[config.mk]
export PLATFORM = sky130hd
export DESIGN_NAME = volume_bar_render_flat
export DESIGN_NICKNAME = d
export VERILOG_FILES = /design/src/rtl/vbar_pkg.sv /design/src/rtl/volume_bar_render_if.sv /design/src/rtl/vbar_peak_tracker.sv /design/src/rtl/volume_bar_render.sv /design/src/flat_wrapper.sv
export SDC_FILE = /design/constraint.sdc
export NUM_CORES = 1
export LEC_CHECK = 0
export ABC_AREA = 1
export BUFFER_PORTS_ARGS = -buffer_cell sky130_fd_sc_hd__buf_2
export CORE_MARGIN = 2
export CORE_UTILIZATION = 30
export DETAILED_ROUTE_END_ITERATION = 16
export GPL_TIMING_DRIVEN = 0
export MAX_ROUTING_LAYER = met4
export SYNTH_ARGS = -nofsm -noshare
export SYNTH_HDL_FRONTEND = slang
export SYNTH_SLANG_ARGS = --single-unit
[constraint.sdc]
create_clock -name clock -period 15.9 [get_ports clock]
set_input_delay 0 -clock clock [delete_from_list [all_inputs] [get_ports clock]]
set_output_delay 0 -clock clock [all_outputs]
set_load 0.02 [all_outputs]
[src/rtl/vbar_pkg.sv]
// vbar_pkg
// Shared definitions for the volume bar renderer.
//   palette_t    : one colour scheme (background, border, low, mid, high), RGB565
//   get_palette  : maps the 2-bit scheme select onto one of four palettes
//   PEAK_COLOUR  : colour of the held peak segment, independent of scheme
package vbar_pkg;

    typedef struct packed {
        logic [15:0] bg;
        logic [15:0] border;
        logic [15:0] low;
        logic [15:0] mid;
        logic [15:0] high;
    } palette_t;

    localparam logic [15:0] PEAK_COLOUR = 16'hFFFF;

    function automatic palette_t get_palette(input logic [1:0] scheme);
        palette_t p;
        case (scheme)
            2'd0:    p = '{bg: 16'h0000, border: 16'h8410, low: 16'h07E0, mid: 16'hFFE0, high: 16'hF800};
            2'd1:    p = '{bg: 16'h0010, border: 16'hC618, low: 16'h001F, mid: 16'h07FF, high: 16'hF81F};
            2'd2:    p = '{bg: 16'h2104, border: 16'hFD20, low: 16'h03E0, mid: 16'hFBE0, high: 16'hA000};
            default: p = '{bg: 16'h4208, border: 16'hFFE0, low: 16'h07FF, mid: 16'hF81F, high: 16'hF800};
        endcase
        return p;
    endfunction

endpackage

[src/rtl/volume_bar_render_if.sv]
// volume_bar_render_if
// Groups the renderer's frame/pixel signals.
//   frame_tick  : one-cycle pulse per display frame
//   level_in    : CHANNELS packed levels of LW bits, channel 0 in the LSBs
//   scheme      : palette select
//   pixel_index : raster pixel number, row-major
//   pixel_data  : RGB565 colour of the pixel_index presented two cycles earlier
// There is no valid/ready handshake: the display controller presents a new
// pixel_index every cycle and pixel_data is a fixed-latency (2-cycle) response.
// master = display controller side, slave = renderer side.
interface volume_bar_render_if #(
    parameter int CHANNELS = 2,
    parameter int LW       = 5,
    parameter int IW       = 13
);
    logic                     frame_tick;
    logic [CHANNELS*LW-1:0]   level_in;
    logic [1:0]               scheme;
    logic [IW-1:0]            pixel_index;
    logic [15:0]              pixel_data;

    modport master (
        output frame_tick, level_in, scheme, pixel_index,
        input  pixel_data
    );

    modport slave (
        input  frame_tick, level_in, scheme, pixel_index,
        output pixel_data
    );
endinterface

[src/rtl/vbar_peak_tracker.sv]
// vbar_peak_tracker
// Per-channel level sampler with optional peak hold.
//   clock, reset : rising-edge clock, synchronous active-high reset
//   tick         : frame_tick; level_in is only sampled when high
//   level_in     : raw level, clamped to LEVELS
//   level        : level shown for the current frame
//   peak         : held peak segment (constant 0 when peak hold is not built)
// Build option: VBAR_PEAK_HOLD_EN enables the peak/hold registers.
module vbar_peak_tracker #(
    parameter  int LEVELS      = 16,
    parameter  int HOLD_FRAMES = 30,
    localparam int LW          = $clog2(LEVELS + 1)
) (
    input  logic          clock,
    input  logic          reset,
    input  logic          tick,
    input  logic [LW-1:0] level_in,
    output logic [LW-1:0] level,
    output logic [LW-1:0] peak
);

    logic [LW-1:0] level_clamped;
    assign level_clamped = (level_in > LW'(LEVELS)) ? LW'(LEVELS) : level_in;

    always_ff @(posedge clock) begin
        if (reset) begin
            level <= '0;
        end else if (tick) begin
            level <= level_clamped;
        end
    end

`ifdef VBAR_PEAK_HOLD_EN
    localparam int HW = $clog2(HOLD_FRAMES + 1);
    logic [HW-1:0] hold;

    // Peak compares against the level captured on this same tick.
    // In the decay branch level_clamped < peak, so peak-1 never drops below it.
    always_ff @(posedge clock) begin
        if (reset) begin
            peak <= '0;
            hold <= '0;
        end else if (tick) begin
            if (level_clamped >= peak) begin
                peak <= level_clamped;
                hold <= HW'(HOLD_FRAMES);
            end else if (hold != '0) begin
                hold <= hold - HW'(1);
            end else begin
                peak <= peak - LW'(1);
            end
        end
    end
`else
    assign peak = '0;
`endif

endmodule

[src/rtl/volume_bar_render.sv]
// volume_bar_render
// Renders CHANNELS vertical segmented level bars inside a bordered frame.
//   clock, reset : rising-edge clock, synchronous active-high reset
//   bus (slave)  : frame_tick, level_in, scheme, pixel_index in; pixel_data out
// Pipeline: stage 1 splits pixel_index into x/y (and captures scheme),
// stage 2 registers the colour, so pixel_data follows pixel_index by 2 cycles.
// Build option: VBAR_PEAK_HOLD_EN draws the held peak segment in PEAK_COLOUR.
module volume_bar_render
    import vbar_pkg::*;
#(
    parameter int WIDTH       = 96,
    parameter int HEIGHT      = 64,
    parameter int LEVELS      = 16,
    parameter int CHANNELS    = 2,
    parameter int BORDER      = 3,
    parameter int HOLD_FRAMES = 30
) (
    input  logic                clock,
    input  logic                reset,
    volume_bar_render_if.slave  bus
);

    localparam int LW      = $clog2(LEVELS + 1);
    localparam int XW      = $clog2(WIDTH);
    localparam int YW      = $clog2(HEIGHT);
    localparam int IW      = $clog2(WIDTH * HEIGHT);
    localparam int SLOT    = (WIDTH - 2 * BORDER) / CHANNELS;
    localparam int LOW_MAX = LEVELS * 5 / 16;
    localparam int MID_MAX = LEVELS * 10 / 16;

    if (HEIGHT < 2 * BORDER + 3 * LEVELS) begin : g_height_check
        $error("volume_bar_render: HEIGHT cannot hold LEVELS segments inside the border");
    end

    logic [LW-1:0] level_q [CHANNELS];
    logic [LW-1:0] peak_q  [CHANNELS];

    for (genvar c = 0; c < CHANNELS; c++) begin : g_ch
        vbar_peak_tracker #(
            .LEVELS      (LEVELS),
            .HOLD_FRAMES (HOLD_FRAMES)
        ) u_tracker (
            .clock    (clock),
            .reset    (reset),
            .tick     (bus.frame_tick),
            .level_in (bus.level_in[c*LW +: LW]),
            .level    (level_q[c]),
            .peak     (peak_q[c])
        );
    end

    // Stage 1: coordinates. Scheme travels with the pixel so a palette change
    // lands on exactly the pixels issued after it.
    logic [XW-1:0] x_s1;
    logic [YW-1:0] y_s1;
    logic [1:0]    scheme_s1;

    always_ff @(posedge clock) begin
        if (reset) begin
            x_s1      <= '0;
            y_s1      <= '0;
            scheme_s1 <= '0;
        end else begin
            x_s1      <= XW'(bus.pixel_index % IW'(WIDTH));
            y_s1      <= YW'(bus.pixel_index / IW'(WIDTH));
            scheme_s1 <= bus.scheme;
        end
    end

    // Stage 2 colour lookup. rise counts rows up from the inner bottom edge
    // (bottom interior row = 1); segment k occupies rise 3k-2 and 3k-1 and
    // rise 3k is the gap row above it.
    palette_t    pal;
    int          xi, yi, rise, seg;
    logic        in_border, on_seg;
    logic [15:0] colour_d;

    always_comb begin
        pal       = get_palette(scheme_s1);
        xi        = int'(x_s1);
        yi        = int'(y_s1);
        rise      = HEIGHT - BORDER - yi;
        seg       = (rise + 2) / 3;
        in_border = (xi < BORDER) || (xi >= WIDTH - BORDER) ||
                    (yi < BORDER) || (yi >= HEIGHT - BORDER);
        on_seg    = (rise % 3 != 0) && (seg >= 1) && (seg <= LEVELS);
        colour_d  = pal.bg;
        if (in_border) begin
            colour_d = pal.border;
        end else if (on_seg) begin
            for (int c = 0; c < CHANNELS; c++) begin
                if ((xi >= BORDER + c * SLOT + SLOT / 4) &&
                    (xi <= BORDER + c * SLOT + 3 * SLOT / 4 - 1)) begin
                    if (seg <= int'(level_q[c])) begin
                        if (seg <= LOW_MAX)      colour_d = pal.low;
                        else if (seg <= MID_MAX) colour_d = pal.mid;
                        else                     colour_d = pal.high;
                    end else if (seg == int'(peak_q[c])) begin
                        // seg > level here, so this is a peak above the bar
                        colour_d = PEAK_COLOUR;
                    end
                end
            end
        end
    end

    logic [15:0] pixel_q;

    always_ff @(posedge clock) begin
        if (reset) begin
            pixel_q <= '0;
        end else begin
            pixel_q <= colour_d;
        end
    end

    assign bus.pixel_data = pixel_q;

endmodule

[src/flat_wrapper.sv]
// flat-port wrapper written by rule: the top's interface ports become plain ports
module volume_bar_render_flat import vbar_pkg::*;
#(
    parameter int WIDTH       = 96,
    parameter int HEIGHT      = 64,
    parameter int LEVELS      = 16,
    parameter int CHANNELS    = 2,
    parameter int BORDER      = 3,
    parameter int HOLD_FRAMES = 30
)
  (clock, reset, bus_frame_tick, bus_level_in, bus_scheme, bus_pixel_index, bus_pixel_data);
  volume_bar_render_if #(.CHANNELS(CHANNELS)) bus_i ();
  input  logic clock;
  input  logic reset;
  input wire logic [$bits(bus_i.frame_tick)-1:0] bus_frame_tick;
  input wire logic [$bits(bus_i.level_in)-1:0] bus_level_in;
  input wire logic [$bits(bus_i.scheme)-1:0] bus_scheme;
  input wire logic [$bits(bus_i.pixel_index)-1:0] bus_pixel_index;
  output wire logic [$bits(bus_i.pixel_data)-1:0] bus_pixel_data;
  assign bus_i.frame_tick = bus_frame_tick;
  assign bus_i.level_in = bus_level_in;
  assign bus_i.scheme = bus_scheme;
  assign bus_i.pixel_index = bus_pixel_index;
  assign bus_pixel_data = bus_i.pixel_data;
  volume_bar_render #(.WIDTH(WIDTH), .HEIGHT(HEIGHT), .LEVELS(LEVELS), .CHANNELS(CHANNELS), .BORDER(BORDER), .HOLD_FRAMES(HOLD_FRAMES)) u_core (.clock(clock), .reset(reset), .bus(bus_i));
endmodule
# == Word level (Yosys, flattened, before mapping) ==
# Cells that the tools add are included.
# totals
register_bits,41
in_bits,28
out_inout_bits,16
wordCells,53
# op_classes
n_addsub,2
div_mod_pow,4
magnitude_cmp,16
n_eq_ne,2
muxes,13
n_reduce_logical,10
# ops
op,n
$pmux 79 s3,1
$mux 16,10
$le 32x6->1,2
$add 32x3->32 const B,1
$div 32x3->32 const B,1
$ge 32x2->1 const B,1
$le 32x4->1 const B,1
$le 32x5->1 const B,1
$le 32x6->1 const B,1
$logic_not 32->1,1
$mod 32x3->32 const B,1
$reduce_bool 32->1,1
$div 13x7->13 const B,1
$mod 13x7->13 const B,1
$gt 5x5->1 const B,2
$mux 5,2
$ge 7x4->1 const B,1
$ge 7x6->1 const B,1
$ge 7x7->1 const B,1
$le 7x6->1 const B,1
$le 7x7->1 const B,1
$lt 7x2->1 const B,1
$sub 6x6->7 const A,1
$ge 6x6->1 const B,1
other kinds (6),11

# == Longest topological paths before layout ==
# Gate-level depths: netlist (run 1).
# depth
ltp_word,13
mapped_depth,127
ltp_nobuf,125

# == Hierarchy ==
# Synthesis (run 1) repeated with hierarchy kept, for this count alone.
# hier_totals
hier_cells,697
area_unflattened_um2,4152.7
# modules_own_cells
mod,n_inst,cells_per_inst,area_per_inst_um2,seq_area_each_um2
volume_bar_render,1,639,3712.3,560.5
vbar_peak_tracker,2,29,220.2,100.1

# == Worst setup path after synthesis (run 1) ==
# Ideal clock, no wire load.
# synth_path
kind,register -> register
startpoint,register u_core.y_s1[3]
endpoint,register u_core.pixel_q[15] (netlist: u_core.bus.pixel_data[15])
setup_time_ns,0.070
t_arrival_ns,12.373
required_ns,15.830
slack_ns,3.457
path_stages_with_launch,114
n_path_buf,3
period_less_slack_ns,12.443
path_cell_list,dfxtp_1 buf_4 inv_4 nor3_1 inv_1 nor3_1 clkbuf_1 nand2_1 ha_1 buf_4 nand2_4 nor2_2 nand4_1 nor4_1 nand3_1 nor2_1 nand2_1 nand3_1 [... 78 more ...] nor2_1 xnor2_1 inv_1 ha_1 nand2_1 o21ai_0 o21a_1 nor3_1 o21ai_1 nand2_1 inv_2 nand2_1 nand2_2 clkinv_2 nand2_1 a21oi_1 nand2_1 a21oi_1
# synth_via
elab_chain_len,13
word_cells_on_any_way,28
classes_between,2 x add/sub; 2 x div; 8 x order compare; 10 x mux; 6 x reduce/logical
# synth_rtl
element,line,source
from (decl),volume_bar_render.sv:55,logic [YW-1:0] y_s1;
from (signal assigned),volume_bar_render.sv:65,y_s1 <= YW'(bus.pixel_index / IW'(WIDTH));
$sub 6x6->7,volume_bar_render.sv:82,rise = HEIGHT - BORDER - yi;
$add 32x3->32,volume_bar_render.sv:83,seg = (rise + 2) / 3;
$div 32x3->32,volume_bar_render.sv:83,
$le 32x5->1,volume_bar_render.sv:96,else if (seg <= MID_MAX) colour_d = pal.mid;
$mux 16,volume_bar_render.sv:96,
$mux 16,volume_bar_render.sv:95,if (seg <= LOW_MAX) colour_d = pal.low;
$mux 16,volume_bar_render.sv:94,if (seg <= int'(level_q[c])) begin
$mux 16,volume_bar_render.sv:92,if ((xi >= BORDER + c * SLOT + SLOT / 4) &&
$mux 16,volume_bar_render.sv:98,end else if (seg == int'(peak_q[c])) begin
$mux 16,volume_bar_render.sv:94,
$mux 16,volume_bar_render.sv:92,
$mux 16,volume_bar_render.sv:90,end else if (on_seg) begin
$mux 16 (*),volume_bar_render.sv:88,if (in_border) begin
to (signal assigned),volume_bar_render.sv:113,pixel_q <= colour_d;
to (decl),volume_bar_render.sv:107,logic [15:0] pixel_q;
# Mark *: on every way between the ends. The rest lies on a longest branch, timed or not.
# A chain may end at the register's enable or synchronous reset.

# == Worst setup path after layout (run 1) ==
# layout_path
startpoint,register u_core.y_s1[1]
endpoint,register u_core.pixel_q[4] (netlist: u_core.bus.pixel_data[4])
# Same word-level chain as after synthesis.

==> results.md, run 1 <==
* Cell mode on critical path: nand2_1
* Pleak at approximately 0.0044 uW
* Syn_area_per_cell at 5.56 sq um
* Ant diodes at 0
* GRT Resource Usage Total at 15.0%
* Count of antenna-violating nets left after detailed routing at 0
* Num Clock Sinks at 38
* Syn nets at 1325
* Asr flop ratio synth at 0%
* Post-synth top area share at 18.4%
* Initial antenna violation count at 0
* Slew HR at 35.6%
* Tcrit/Tclk final at 88.4%
* Layout Skew at 0.00333 ns
* WS Path Type: flop to flop
* Buffer depth of the longest clock path at 2
* Number of cell rows at 55
* Placed Area at 7600 sq um
* Main synth FF type: dfxtp_1
* First-pass GRT wire length at 30300 um
* Synthesized flop and latch total at 38
* Layout cells sized above 1 at 15.7%
* Comb power frac at 64.5%
* Post-Syn Instances at 1259
* GPL Wtd Cong at 0.899
* Clk root buf: clkbuf_16
* Sw frac at 49.5%
* Most frequent cell after synthesis: nand2_1
* Max-cap check violation count at 0
* Ports at 44
* Pre-CTS setup slack at between 0.9 and 1 ns
* Failing checks: negative hold slack
* CP Launch Type: flop
* Seq/Total Area, Yosys at 10.9%
* Internal power at 343 uW
* Drt initial violations at 373
* Hold crit path type: input pin to flop
* Crit. End Element: flop
* Fin crit period at 14.05 ns
* Sequential share of power at around 16%
* Area leader, netlist: nand2_1
* Later-pin clock latency in the skew report at 0.28 ns
* # port buffers at 42
* Final Max Slew Viols at 0
* Synth area leaders: nand2_1 18%, inv_1 11%, dfxtp_1 11%, nand3_1 7.8%, ha_1 6.8%
* Routed length per instance at 11.0 um
* Number of distinct library cells after synthesis at 54
* Vias in the first global route at around 6900
* Top cells by count, synth: 343 x nand2_1, 210 x inv_1, 113 x nor2_1, 109 x nand3_1, 60 x a21oi_1
* Final #Nets at roughly 1400
* Clk slew on worst S/H paths at around 0.06 ns
* Synth warnings at 0
* Tightest Pin Transition at 0.957 ns
* Dpl hpwl at 15200 um
* CTS tree: built
* DRC Markers at 0
* Final instance area at about 8100 sq um
* Crit-path slowest cell: dfxtp_2
* Clk pwr share at 19.3%
* EDFF count, synth at 0
* Final Hold Fails at 1
* TritonRoute pass-1 iters at 5
* Worst Path Arrival at approximately 14 ns
* Vias per inst at 4.74
* Overflow after GRT at 0
* Slowest stage delay, CP at 0.44 ns
* Core area at between 20000 and 25000 sq um
* Fin Hold WS at -0.00139 ns
* Initial Utilization at 30.7%
* Fmax at 71.2 MHz
* WP data required at ~16 ns
* Pwr dens at 84.4 nW/um^2
* Status: complete, but fails checks
* Die Area at 24600 sq um
* Setup-failing EPs final at 0
* Max FO, Critical Path at 10
* Routed wire length at 18100 um
* P&R area growth vs syn at 15.1%
* Via Count at a little under 8000
* Psw at 337 uW
* Worst Slack Setup Final at 1.85 ns
* Post-Syn Area at ~7000 sq um
* Width of the die at 157 um
* Die height at 157 um
* CTS H-tree depth at 2
* Peak supply drop at 0.0000510 V
* CTS Buf Count at 5
* Largest net degree at the start of global routing at 19
[worst max-delay path, delay by kind of cell, from the launching register on]
family                     cells  cell delay (ns)
DFF                            1             0.44
buffers and inverters         17             1.42
adders and majority gates      4             1.09
and+or+nand+nor               83             9.13
AOI/OAI and AO/OA             15             1.84
[layer usage]
layer / part of all wire [%] / vias up / routed length [um] / global-route usage [%]
met3: 3.3 / 20 / 602 / 1.05
met4: 2.1 / 0 / 376 / 3.80
met1: 48 / 3448 / 8800 / 19.6
li1: - / 4178 / - / -
met5: 0 / - / 0 / -
met2: 46 / 134 / 8370 / 25.3
[cell families (layout without fill, tap and decap cells)]
kind of cell / Yosys count / in the layout / synth area share, %
buf+inv: 255 / 325 / 14.7
compound gates: 176 / 176 / 14.9
xor+xnor: 40 / 40 / 5.22
flops: 38 / 38 / 10.9
fa+ha+maj: 38 / 38 / 6.79
simple gates: 712 / 712 / 47.5
[path summary, 6_finish.rpt]
| path | start | end | slack (ns) | cells past startpoint |
|---|---|---|---|---|
| max | u_core.y_s1[1]$_SDFF_PP0_ | u_core.bus.pixel_data[4]$_SDFF_PP0_ | 1.85 | 119 |
| min | bus_pixel_index[6] | u_core.y_s1[1]$_SDFF_PP0_ | -0.001 | 3 |
| max reg2reg | u_core.y_s1[1]$_SDFF_PP0_ | u_core.bus.pixel_data[4]$_SDFF_PP0_ | 1.85 | 119 |
| min reg2reg | u_core.g_ch[0].u_tracker.level[3]$_SDFFE_PP0P_ | u_core.g_ch[0].u_tracker.level[3]$_SDFFE_PP0P_ | 0.47 | 2 |
[flip-flops by register name (all words and copies together) (netlist names)]
signal,count
u_core.x_s1,7
u_core.g_ch.u_tracker.level,10
u_core.bus.pixel_data,13
u_core.y_s1,6
u_core.scheme_s1,2
[through the flow]
| stage | std cells | utilization, % | TNS [ns] | total power [uW] |
|---|---|---|---|---|
| 2_1_floorplan | 1259 | - | 0 | 456 |
| 3_3_place_gp | 1614 | 33.4 | 0 | 535 |
| 3_5_place_dp | 1614 | 33.4 | 0 | 540 |
| 4_1_cts | 1635 | 34.8 | 0 | 676 |
| 5_1_grt | 1642 | 35.4 | -0.00368 | 753 |
| 6_report | 1642 | 35.4 | 0 | 680 |
[power groups by stage]
stage                     combinational [uW]  clock (uW)  sequential, uW
after floorplan                          339           0             117
after global placement                   423           0             113
after detailed placement                 427           0             113
after CTS                                432         134             111
after global routing                     505         137             112
final                                    438         131             111
[placed cells by master (no fill, tap or decap), types with 9 or more instances in the layout]
cell type and n:
nand2_2 39, inv_1 210, nor4_1 9, xor2_1 33, ha_1 36, nand3_1 108
a21oi_1 60, dfxtp_1 37, nor2_2 11, nand4_1 27, nor2_1 113, nand3_2 22
o21ai_0 43, o21ai_1 31, inv_2 20, buf_2 44, dlygate4sd3_1 13, buf_4 16
nand2_1 339, nor3_1 18
[area by class of cell]
type	count	area (sq um)
buffer	21	156
inverter	234	882
clock inverter	3	68.8
sequential	38	762
clock buffer	5	125
multi-input combinational	966	5280
tap	313	392
fill	2543	14700
timing repair buffer	62	393
[what timing repair did]
action / CTS / global route
endpoints found under the hold margin: 11 / 0
hold buffers: 13 / 0
resized for setup: 0 / 24
setup buffers: 0 / 7
setup endpoints to repair: 0 / 13
No activity file was read; power rests on OpenSTA's default activity.
==> run 2: changes to the inputs <==
Settings changed: ABC_AREA 1 to default, REMOVE_ABC_BUFFERS from default to 1.
==> run 2 against run 1 <==
  * The run now ends clean
  * Flip-flop and latch count unchanged
  * Fmax decreased by 6.2%
  * Sequential share of layout area decreased by 1.9 points
  * Sequential power about the same
  * Wire length increased by 54%
  * Non-clock buffer count decreased by 6
  * Via count increased by 35%
  * Area after synthesis increased by 31%
  * Final cell count increased by 6.8%
  * Highest routed layer unchanged
==> results.md, run 2 <==
* Buffer depth of the longest clock path at 2
* Number of distinct library cells after synthesis at 117
* Pre-CTS setup slack at -0.659 ns
* Final instance area at 10200 sq um
* Width of the die at 179 um
* Worst Path Arrival at about 15 ns
* Post-Syn Area at 9140 sq um
* GPL Wtd Cong at 0.897
* Worst Slack Setup Final at 0.929 ns
* Final Max Slew Viols at 0
* Tightest Pin Transition at roughly 1.2 ns
* Clk root buf: clkbuf_16
* Max reg flops at 13
* WP data required at 16.10 ns
* Cell mode on critical path: nand4_1
* First-pass GRT wire length at roughly 46000 um
* Max FO, Critical Path at 18
* Ant diodes at 0
* Synth area leaders: dfxtp_1 8.3%, nand2_1 6.7%, nor2_1 6.5%, ha_1 5.2%, a21oi_1 4.1%
* Via Count at roughly 11000
* RSZ-0062 raised after global routing: no
* Status: complete, no violations
* Overflow after GRT at 0
* Footprint of the multi-input gates at 8080 sq um
* Vias in the first global route at 9407
* Synthesized flop and latch total at 38
* Routed wire length at 28000 um
* Crit. Startpoint: u_core.y_s1[1]$_SDFF_PP0_
* Register-to-Register Setup Slack at 0.93 ns
* TritonRoute pass-1 iters at 8
* Worst R2R Path Depth at 53
* Area leader, netlist: dfxtp_1
* Asr flop ratio synth at 0%
* Tcrit/Tclk final at 94.2%
* Synth warnings at 0
* # port buffers at 43
* Setup-failing EPs final at 0
* Seq/Total Area, Yosys at approximately 8.3%
* Post-synth top area share at 8.33%
* Slowest stage delay, CP at 0.68 ns
* Core area at 29800 sq um
* Final Hold Fails at 0
* Power Total at 602 uW
* R2R Path End: u_core.bus.pixel_data[12]$_SDFF_PP0_
* Vias per inst at 5.99
* Launching point of the worst reg2reg path: u_core.y_s1[1]$_SDFF_PP0_
* Hold path depth at 3
* Die Area at 31900 sq um
* Initial Utilization at 30.7%
* Syn_area_per_cell at 6.72 sq um
* Later-pin clock latency in the skew report at 0.28 ns
* # fillers at approximately 3200
* CP Launch Type: flop
* Count of antenna-violating nets left after detailed routing at 0
* DRC Markers at 0
* P&R area growth vs syn at 11.9%
* Drt initial violations at 1076
* Most frequent cells in the layout: 160 x nand2_1, 157 x nor2_1, 75 x a21oi_1
* Layout Utilization at 34.3%
* Final #Nets at 1428
* Die height at 179 um
* Clk slew on worst S/H paths at 0.06 ns
* Commonest non-fill, non-tap cell in the layout: nand2_1
* Most frequent cell after synthesis: nand2_1
* WS Path Type: flop to flop
* Ports at 44
* CTS tree: built
* Number of cell rows at 63
* GRT Resource Usage Total at roughly 17%
* Peak supply drop at 0.0000609 V
* Num Clock Sinks at 38
* Slew HR at between 15 and 20%
* Top cells by count, synth: 163 x nand2_1, 159 x nor2_1, 75 x a21oi_1, 71 x o21ai_0, 51 x nand3_1
* Hold crit path type: input pin to flop
* Dpl hpwl at 20800 um
* Worst Hold Launch: bus_level_in[4]
* Fin crit period at approximately 15 ns
* CTS Buf Count at 5
* Crit. End Element: flop
* Placed Area at 9450 sq um
* Max-cap check violation count at 0
* Largest net degree at the start of global routing at 52
* Main synth FF type: dfxtp_1
* Fmax at 66.8 MHz
* Initial antenna violation count at 0
* Crit path to: u_core.bus.pixel_data[12]$_SDFF_PP0_
* Routed length per instance at 16.0 um
* CTS H-tree depth at 2
* Layout Skew at approximately 0.0031 ns
* Layout cells sized above 1 at 14.2%
* Crit-path slowest cell: or4_1
* EDFF count, synth at 0
* Pwr dens at 58.9 nW/um^2
* Pleak at 0.00390 uW
* Fin Hold WS at 0.00628 ns
* Post-Syn Instances at 1359
* Register Area at around 770 sq um
## run 2: cell types whose count changed in the layout (fill, tap and decap cells not counted), moves of 22 or more
cell / previous run / this run
nand2_2: 39 / 3
nand3_1: 108 / 49
nor3_1: 18 / 47
inv_1: 210 / 47
a31oi_1: 3 / 25
mux2i_1: 0 / 26
xnor2_1: 4 / 36
nand2_1: 339 / 160
nor2_1: 113 / 157
o21ai_0: 43 / 70
## run 2: power breakdown
part | total (uW) | internal, uW | leakage, uW | switching (uW)
clock network | 131 | 90.1 | 0.0000940 | 40.8
logic | 360 | 140 | 0.00349 | 221
registers | 111 | 103 | 0.000315 | 7.95
## run 2: per-layer routing
| metal | vias to the layer above | wire [um] | global-route usage [%] |
|---|---|---|---|
| li1 | 5141 | - | - |
| met1 | 4932 | 13300 | 24.3 |
| met2 | 377 | 12700 | 27.2 |
| met3 | 51 | 1440 | 1.13 |
| met4 | 0 | 537 | 3.93 |
| met5 | - | 0 | - |
## run 2: worst min path at each step
| stage | endpoint | slack [ns] |
|---|---|---|
| floorplan | u_core.bus.pixel_data[3]$_SDFF_PP0_ | 0.07 |
| global placement | u_core.scheme_s1[0]$_SDFF_PP0_ | 0.22 |
| detailed placement | u_core.scheme_s1[1]$_SDFF_PP0_ | 0.22 |
| CTS | u_core.g_ch[0].u_tracker.level[4]$_SDFFE_PP0P_ | 0.003 |
| global route | u_core.g_ch[0].u_tracker.level[4]$_SDFFE_PP0P_ | 0.05 |
| finish | u_core.g_ch[0].u_tracker.level[4]$_SDFFE_PP0P_ | 0.006 |
## run 2: metrics by stage
stage	TNS [ns]	instances
2_1_floorplan	0	1277
3_3_place_gp	-10.95	1710
3_5_place_dp	-7.70	1710
4_1_cts	0	1738
5_1_grt	0	1753
6_report	0	1753
## run 2: worst max-delay path, delay by kind of cell (launching register included)
kind	cells	cell delay, ns
XOR/XNOR	2	0.61
AND/OR/NAND/NOR	27	7.48
buffers and inverters	3	0.46
adder cells (fa/ha/maj)	3	1.00
flip-flops	1	0.45
multiplexers	3	1.05
AO/OA/AOI/OAI	15	3.77
## run 2: layout make-up
class                   instances  area share, %
multi-input cells            1191           79.0
well taps                     390           4.77
clock buffers                   5           1.22
inverters                      49           1.82
flip-flops and latches         38           7.54
clock inverters                 3          0.673
repair buffers                 77           4.97
## run 2: cell families (layout without fill, tap and decap cells)
family,Yosys count,in the layout,synth area share (%)
adder cells (fa/ha/maj),41,41,5.53
multiplexers,39,39,4.48
flip-flops,38,38,8.33
XOR/XNOR,58,58,5.81
buffers and inverters,131,134,6.40
AO/OA/AOI/OAI,429,429,34.8
AND/OR/NAND/NOR,623,624,34.6
## run 2: timing repair
| item | 4_1_cts | 5_1_grt |
|---|---|---|
| setup endpoints to repair | 13 | 13 |
| hold buffers | 15 | 0 |
| pin swaps | 2 | 10 |
| gates cloned | 0 | 1 |
| buffers inserted | 5 | 14 |
| hold endpoints to repair | 15 | 0 |
| resized for setup | 6 | 53 |
